--- src/rtl/ofdm_pkg.sv ---
// ofdm_pkg: shared OFDM definitions used by the cyclic-prefix insert/remove blocks.
package ofdm_pkg;

   typedef enum logic {S_CP, S_DATA} state_t;

   // Counter width needed to index the longer of two segments (never below 1 bit).
   function automatic int cnt_width(input int a, input int b);
      int m;
      m = (a > b) ? a : b;
      return (m > 1) ? $clog2(m) : 1;
   endfunction

endpackage

--- src/rtl/ofdm_remove_cp.sv ---
// ofdm_remove_cp: drops the cyclic prefix of each OFDM symbol and forwards the
// useful samples with one cycle of latency.
module ofdm_remove_cp
   import ofdm_pkg::*;
#(
   parameter int DATA_SIZE    = 16,
   parameter int SYMBOLS_SIZE = 256,
   parameter int CP_LENGHT    = 8
) (
   input  logic                 i_clk,
   input  logic                 i_reset,
   input  logic                 i_valid,
   input  logic [DATA_SIZE-1:0] in_data_i,
   input  logic [DATA_SIZE-1:0] in_data_q,
   input  logic                 i_frame_sync,
   output logic                 out_valid,
   output logic [DATA_SIZE-1:0] out_data_i,
   output logic [DATA_SIZE-1:0] out_data_q
);

   localparam int CW = cnt_width(CP_LENGHT, SYMBOLS_SIZE);
   localparam logic [CW-1:0] CP_LAST  = CW'(CP_LENGHT - 1);
   localparam logic [CW-1:0] SYM_LAST = CW'(SYMBOLS_SIZE - 1);
   localparam logic [CW-1:0] ONE      = CW'(1);

   state_t        state, state_n;
   logic [CW-1:0] cnt, cnt_n;
   logic          fwd;

   always_ff @(posedge i_clk or posedge i_reset) begin
      if (i_reset) begin
         state <= S_CP;
         cnt   <= '0;
      end else begin
         state <= state_n;
         cnt   <= cnt_n;
      end
   end

   // A sync sample is CP index 0; with a one-sample prefix it already ends the CP.
   always_comb begin
      state_n = state;
      cnt_n   = cnt;
      fwd     = 1'b0;
      if (i_frame_sync) begin
         state_n = (i_valid && CP_LAST == '0) ? S_DATA : S_CP;
         cnt_n   = (i_valid && CP_LAST != '0) ? ONE : '0;
      end else if (i_valid) begin
         if (state == S_CP) begin
            state_n = (cnt == CP_LAST) ? S_DATA : S_CP;
            cnt_n   = (cnt == CP_LAST) ? '0 : cnt + ONE;
         end else begin
            fwd     = 1'b1;
            state_n = (cnt == SYM_LAST) ? S_CP : S_DATA;
            cnt_n   = (cnt == SYM_LAST) ? '0 : cnt + ONE;
         end
      end
   end

   always_ff @(posedge i_clk or posedge i_reset) begin
      if (i_reset) begin
         out_valid  <= 1'b0;
         out_data_i <= '0;
         out_data_q <= '0;
      end else begin
         out_valid <= fwd;
         if (fwd) begin
            out_data_i <= in_data_i;
            out_data_q <= in_data_q;
         end
      end
   end

endmodule

--- config.mk ---
export PLATFORM = sky130hd
export DESIGN_NAME = ofdm_remove_cp
export DESIGN_NICKNAME = d
export VERILOG_FILES = /design/src/rtl/ofdm_pkg.sv /design/src/rtl/ofdm_remove_cp.sv
export SDC_FILE = /design/constraint.sdc
export NUM_CORES = 1
export LEC_CHECK = 0
export BUFFER_PORTS_ARGS = -buffer_cell sky130_fd_sc_hd__clkbuf_2
export CAP_MARGIN = 10
export CORE_MARGIN = 1
export CORE_UTILIZATION = 42
export CTS_BUF_LIST = sky130_fd_sc_hd__clkbuf_8
export DETAILED_ROUTE_END_ITERATION = 7
export PLACE_DENSITY = 0.7
export SYNTH_ARGS = -nofsm -noshare
export SYNTH_HDL_FRONTEND = slang
export SYNTH_SLANG_ARGS = --single-unit
--- constraint.sdc ---
create_clock -name i_clk -period 2.2 [get_ports i_clk]
set_input_delay 0 -clock i_clk [delete_from_list [all_inputs] [get_ports i_clk]]
set_output_delay 0 -clock i_clk [all_outputs]
set_load 0.1 [all_outputs]
After elaboration in Yosys (flattened, before gate mapping)
Index checks and enable logic that the tools add are counted.
{ "totals": {"regBits": 42, "inputBits": 36, "output_inout_bits": 33, "elab_cells": 23} }
{ "classes": {"n_addsub": 1, "eq_ne": 2, "mux": 14, "reduce_logical": 1} }
{ "ops": {"columns": ["cell", "n"], "rows": [
  ["$mux W8", 5],
  ["$mux W1", 9],
  ["$add A8 B1 Y8 const B", 1],
  ["$eq A8 B3 Y1 const B", 1],
  ["$eq A8 B8 Y1 const B", 1],
  ["$reduce_bool A2 Y1", 1]
]} }

Longest topological paths before layout
Gate-level depths: netlist of run 1.
{ "logic_depth": {"ltp_word": 5, "depth_mapped": 5, "mapped_depth_nobuf": 5} }

Least setup slack after synthesis of run 1
Ideal clock, no wire load.
{ "synth_timing": {"path_kind": "reg2reg", "start": "register cnt[0]", "end": "register cnt[1]", "setup_time_ns": 0.122, "arrival_ns": 1.212, "setup_slack_ns": 0.866, "path_stages_with_launch": 5, "n_path_buf": 0, "cell_sequence": "dfrtp_1 > ha_1 > and4bb_2 > o2bb2a_4 > a32o_1"} }
{ "synth_between": {"elab_chain_cells": 5, "word_cells_on_any_way": 8, "cone_classes": "1 x add/sub; 2 x eq/ne; 5 x mux"} }
{ "synth_lines": {"columns": ["element", "line_no", "rtl"], "rows": [
  ["start: declaration", "ofdm_remove_cp.sv:27", "logic [CW-1:0] cnt, cnt_n;"],
  ["start signal: assignment", "ofdm_remove_cp.sv:36", "cnt <= cnt_n;"],
  ["$add A8 B1 Y8, or another cell as far along", "ofdm_remove_cp.sv:51, ofdm_remove_cp.sv:55", null],
  ["$mux W8, on equally long branches", "ofdm_remove_cp.sv:51, ofdm_remove_cp.sv:55", null],
  ["$mux W8 *", "ofdm_remove_cp.sv:49", "if (state == S_CP) begin"],
  ["$mux W8 *", "ofdm_remove_cp.sv:48", "end else if (i_valid) begin"],
  ["$mux W8 *", "ofdm_remove_cp.sv:45", "if (i_frame_sync) begin"]
]} }
Every way passes the cells marked *; elsewhere a longest branch is shown, timed or not. The select of a mux whose other input is x is not followed.
A chain may end at the register's enable or synchronous reset.

Final worst setup path of run 1
{ "layout_timing": {"start": "register cnt[0]", "end": "register cnt[6]"} }
Same word-level chain as after synthesis.

==> qor.txt, run 1 <==
Outcome - finished clean
Grt ovf - 0
Final setup vio count - 0
CP delay by family, top - compound AO/OA/AOI/OAI gates
Worst vdd ir - 0.401 mV
Peak fanout along the critical path - 4
Detailed Routing Iterations Pass 1 - 4
HPWL after detailed placement - 2640 um
Skew final - 0.00698 ns
WL final - 4220 um
Final Hold Fails - 0
Port bufs - 68
Root Driver - clkbuf_8
First-pass GRT wire length - 6840 um
Die Ht - 66.9 um
Detail Route Antenna Nets - 0
Die Wd - 66.9 um
Fill count - 336
Number of global-route vias before repair - 1530
Worst EP arrival - 1.65 ns
Grt met3 use - 5.14%
Ranking of synthesized cells by area - dfrtp_1 (59%), nand2_1 (22%), nor4_4 (1.2%)
Critical path class - register to register
Crit. Startpoint - cnt[0]
Layout cells sized above 1 - 27.3%
Worst R2R End - cnt[6]
Resized Gates After CTS - 0
Total power - 1570 uW
Vias per cell - 4.78
Mapped Cells - 195
Reg2reg path depth - 4
Distinct cells, synth - 29
EDFF count, synth - 0
Core box area - 4030 um2
Sequential share of the synthesized area - 59.5%
Crit path depth - 4
Syn Std Cell Area - 1770 um2
Num CTS Buffers - 5
Final TNS setup - 0 ns
Reg-to-reg startpoint - cnt[0]
Iteration-0 DRC Markers - 108
Max_cap viols - 0
Area leader, netlist - dfrtp_1
Fmax - 683 MHz
Cell chain of the critical path - ha_1 > and4bb_2 > a21o_1 > a311oi_1
Slew Viols, Final - 0
GP Congestion - 0.852
Fin crit share - 66.5%
Num rows - 23
DRC violations left - 0
Worst-Skew Late Latency - 0.29 ns
CP startpoint kind - register
Asr flop ratio synth - 100%
Slowest CP cell - dfrtp_1
Nets@finish - 337
YS warnings - 0
CP bufs+invs - 0
Syn Area/Cell - 9.06 um2
RSZ-0062 raised after global routing - false
Post-synth top flop - dfrtp_1
Starting Density - 43.9%
Clock Tree Buf Depth - 2
WP data required - 2.38 ns
Worst-margin pin slew - 0.553 ns
Flop-to-flop setup slack - 0.74 ns
Power Density - 607 nW/um2
Crit path largest cell delay - 0.40 ns
Dominant cell by count in the synthesized netlist - nand2_1
GR Util met2 - 34.8%
# clock sinks - 42
Initial antenna violation count - 0
Type of destination of the critical path - register
Per-cell routed wire length - 12.1 um
Syn-to-layout area delta - 46.7%
Post-synth top area share - 59.5%
Largest net degree at the start of global routing - 43
Grt peak-use layer - met2
CP Capture Point - cnt[6]
Leak Pwr - 0.00148 uW
Reg clk slew, reported paths - 0.08 ns
H-tree lvl count - 2
ANT cells - 0
Seq cells post-synth - 42
Relative slew slack - 63.3%
I/O pins - 69
Post-synth top cells - nand2_1 (104), dfrtp_1 (42), nor2_1 (5)
Fin crit period - 1.46 ns
Via count - 1674
CTS Hold Bufs - 34
Die Area - 4470 um2
Gr usage total - 20.7%
Post-CTS setup buffer count - 0
Met1 usage - 25.7%
HP Class - input pin to register
CTS tree - built
Syn_nets - 232
-- worst min-delay path by stage --
stage                  from      to  slack, ns  depth (start not counted)
3_3_place_gp        i_reset  cnt[0]       0.14                          3
5_1_grt             i_valid  cnt[6]       0.04                          2
2_1_floorplan  i_frame_sync  cnt[6]       0.07                          1
3_5_place_dp        i_reset  cnt[0]       0.14                          3
6_report            i_valid  cnt[6]       0.03                          2
4_1_cts             i_valid  cnt[6]       0.02                          2
-- through the flow --
step | cell area [um2] | worst slack [ns] | hold slack [ns] | utilization, % | cells
final | 2590 | 0.737 | 0.0309 | 64.3 | 350
after global routing | 2590 | 0.613 | 0.0436 | 64.3 | 350
after CTS | 2590 | 0.706 | 0.0235 | 64.3 | 350
after detailed placement | 2170 | 0.731 | 0.143 | 53.9 | 309
after global placement | 2170 | 0.823 | 0.141 | 53.9 | 309
after floorplan | 1770 | 0.866 | 0.0662 | - | 195
-- placed cells by master, fill, tap and decap left out, types with 3 or more instances in the layout --
| cell type | netlist | layout |
|---|---|---|
| dfrtp_1 | 42 | 42 |
| nand4_1 | 3 | 3 |
| nand2_1 | 104 | 104 |
| clkbuf_2 | 1 | 68 |
| dlygate4sd3_1 | 0 | 34 |
| inv_1 | 4 | 4 |
| nand3_1 | 3 | 3 |
| a21oi_1 | 4 | 4 |
| clkbuf_8 | 0 | 5 |
| nor2_1 | 5 | 5 |
-- logic make-up (layout without fill, tap and decap cells) --
group	after synthesis	in the layout	share of synthesized area, %
DFF	42	42	59.5
xor gates and xnor gates	2	2	0.992
adders and majority gates	1	1	0.708
AOI/OAI and AO/OA	14	14	5.95
buffers and inverters	11	116	2.69
and+or+nand+nor	125	125	30.2
-- state kept, by name, summed over array words and instances, names as in the netlist --
name and cells:
out_valid 1, state 1, out_data_q 16, out_data_i 16
cnt 8
-- layer usage --
| metal | wire, um | vias up | share of wire (%) |
|---|---|---|---|
| met5 | 0 | - | 0 |
| met4 | 51 | 0 | 1.2 |
| met3 | 212 | 7 | 5.0 |
| met2 | 2170 | 52 | 51 |
| met1 | 1790 | 774 | 42 |
| li1 | - | 841 | - |
-- layout make-up --
type	instances	area (um2)	share of cell area, %
Clock buffer	5	68.8	2.66
Clock inverter	2	10.0	0.386
Inverter	4	15.0	0.579
Multi-Input combinational cell	142	668	25.8
Sequential cell	42	1050	40.6
Tap cell	50	62.6	2.41
Timing Repair Buffer	105	716	27.6
-- power breakdown --
| group | internal [uW] | total [uW] | leakage, uW | switching (uW) |
|---|---|---|---|---|
| clock | 213 | 462 | 0.0000438 | 249 |
| combinational | 90.6 | 301 | 0.000851 | 210 |
| sequential | 795 | 810 | 0.000583 | 14.8 |
| total | 1100 | 1570 | 0.00148 | 474 |
No activity file was read; power rests on OpenSTA's default activity.
==> inputs of run 2 (changes only) <==
Settings changed: PLACE_DENSITY 0.7 to 0.73.
Clock period 2.2 ns to 1.25 ns, I/O delays scaled along.
==> run 2 against run 1 <==
Against the previous run:
- the run now ends with negative setup slack left
- flip-flop and latch count unchanged
- total power increased by 88%
- hold slack improved by 0.22 ns
- clock skew decreased by 0.0011 ns
- via count increased by 8.4%
- largest power group unchanged
- sequential power increased by 77%
- routed wire length increased by 26%
- maximum frequency increased by 7.1%
==> qor.txt, run 2 (synthesized netlist as in run 1, its figures left out) <==
Outcome - finished, violations left
Failing checks - negative setup slack
GP Congestion - 0.852 (about the same)
CTS tree - built
Max_cap viols - 0 (unchanged)
Worst-Skew Late Latency - 0.30 ns (about the same)
Worst vdd ir - 0.733 mV (+83%)
I/O pins - 69 (unchanged)
Skew final - 0.00592 ns (-0.00106 ns)
Gr usage total - 21.9% (+1.1 points)
Worst-margin pin slew - 0.558 ns (+0.00497 ns)
HP Class - input pin to asynchronous set/reset pin
Reg clk slew, reported paths - 0.08 ns (about the same)
WP data required - 1.44 ns (-0.94 ns)
Num rows - 23 (unchanged)
Final Worst Setup Slack - -0.116 ns (-0.853 ns)
# clock sinks - 42 (unchanged)
Finished Core Util - 74.9% (+11 points)
Die Ht - 66.9 um (unchanged)
H-tree lvl count - 2 (unchanged)
Die Area - 4470 um2 (unchanged)
Syn-to-layout area delta - 70.8%
Grt met3 use - 4.97% (-0.17 points)
Iteration-0 DRC Markers - 120 (+11%)
Vias per cell - 4.95 (+3.4%)
Leading registers by flop count - out_data_i (16), out_data_q (16), cnt (8)
Commonest cells after routing, fill and taps aside - clkbuf_2 (67), nand2_1 (63), dfrtp_1 (41), dlygate4sd3_1 (35), nand2_2 (24)
Layout cells sized above 1 - 45.7% (+18 points)
Type of destination of the critical path - register
Slew Viols, Final - 0 (unchanged)
Multi-input logic area - 883 um2 (+32%)
Power Density - 978 nW/um2 (+61%)
Met1 usage - 27.8% (+2.0 points)
RSZ-0062 raised after global routing - true
Per-cell routed wire length - 14.5 um (+20%)
Post-place setup slack - -0.129 ns (-0.860 ns)
Root Driver - clkbuf_8
Fill count - 278 (-17%)
Most common cell after layout, fill and taps aside - clkbuf_2
Fin crit share - 109% (+43 points)
Core box area - 4030 um2 (unchanged)
Placed Cells - 317 (+2.6%)
Peak fanout along the critical path - 4 (unchanged)
Grt peak-use layer - met2
Fin crit period - 1.37 ns (-0.0975 ns)
Clock Tree Buf Depth - 2 (unchanged)
Grt ovf - 0 (unchanged)
WL final - 5340 um (+26%)
Detailed Routing Iterations Pass 1 - 4 (unchanged)
Nets@finish - 353 (+4.7%)
ANT cells - 0 (unchanged)
Fmax - 732 MHz (+7.1%)
Initial antenna violation count - 0 (unchanged)
Leak Pwr - 0.00174 uW (+18%)
First-pass GRT wire length - 7090 um (+3.7%)
DRC violations left - 0 (unchanged)
Via count - 1815 (+8.4%)
Non-filler cells, final - 367 (+4.9%)
Register area - 1050 um2 (+0.12%)
Min Hold Slack - 0.255 ns (+0.224 ns)
Largest net degree at the start of global routing - 43 (unchanged)
CP startpoint kind - register
HPWL after detailed placement - 2620 um (-0.71%)
Final setup vio count - 38 (+38)
Critical path class - register to register
Num CTS Buffers - 5 (unchanged)
Port bufs - 68 (unchanged)
Worst EP arrival - 1.55 ns (-0.10 ns)
Relative slew slack - 62.9% (-0.33 points)
Final Hold Fails - 0 (unchanged)
Detail Route Antenna Nets - 0 (unchanged)
GR Util met2 - 35.4% (+0.51 points)
Number of global-route vias before repair - 1562 (+2.1%)
Starting Density - 43.9% (unchanged)
Die Wd - 66.9 um (unchanged)
run 2: changes by cell type in the layout (fill, tap and decap cells not counted), sizes merged:
cell,previous run,this run
buf,3,17
clkinv,2,1
inv,4,5
clkbuf,73,75
dlygate4sd3,34,35
run 2: area by class of cell:
cell class	instances	share of cell area, %
clock buffer	6	2.74
clock inverter	2	0.415
inverter	4	0.580
multi-input combinational	142	29.3
sequential	42	34.9
tap	50	2.07
timing repair buffer	121	30.1
run 2: worst paths after layout:
kind	start	endpoint	slack, ns	cells past startpoint
min in group i_clk	in_data_i[11]	out_data_i[11]	0.44	4
min	i_reset	out_data_q[5]	0.25	4
max in group asynchronous	i_reset	cnt[3]	0.78	4
max	cnt[0]	cnt[1]	-0.12	4
max reg2reg	cnt[0]	cnt[1]	-0.12	4
min reg2reg	out_data_q[1]	out_data_q[1]	0.48	2
run 2: where the power goes:
group	internal (uW)	leakage (uW)	total (uW)	switching (uW)
logic	188	0.00111	595	407
registers	1400	0.000581	1430	29.4
clock network	448	0.0000530	927	479
total	2040	0.00174	2950	915
run 2: stage by stage:
stage,instance area (um2),setup TNS (ns),power (uW)
finish,3020,-1.87,2950
global route,3020,-4.67,3060
floorplan,1770,-0.0764,1780
CTS,2720,-0.450,2930
detailed placement,2250,-0.691,1910
global placement,2250,-0.411,1910
run 2: critical path: stages (launching register included):
cell and delay, ns:
dfrtp_1 0.40, ha_4 0.16, and4bb_2 0.30, o2bb2a_4 0.19, a32o_1 0.21
run 2: repair_timing:
item,CTS,global route
resized for setup,2,67
endpoints found under the setup margin,9,39
gates cloned,0,3
endpoints found under the hold margin,75,0
hold buffers,35,0
pin swaps,4,32
setup buffers,3,2
run 2: routing by layer:
layer  share of wire [%]  routed length [um]
met5                   0                   0
met1                  41                2190
met3                 5.0                 267
met4                 1.7                  93
met2                  52                2790
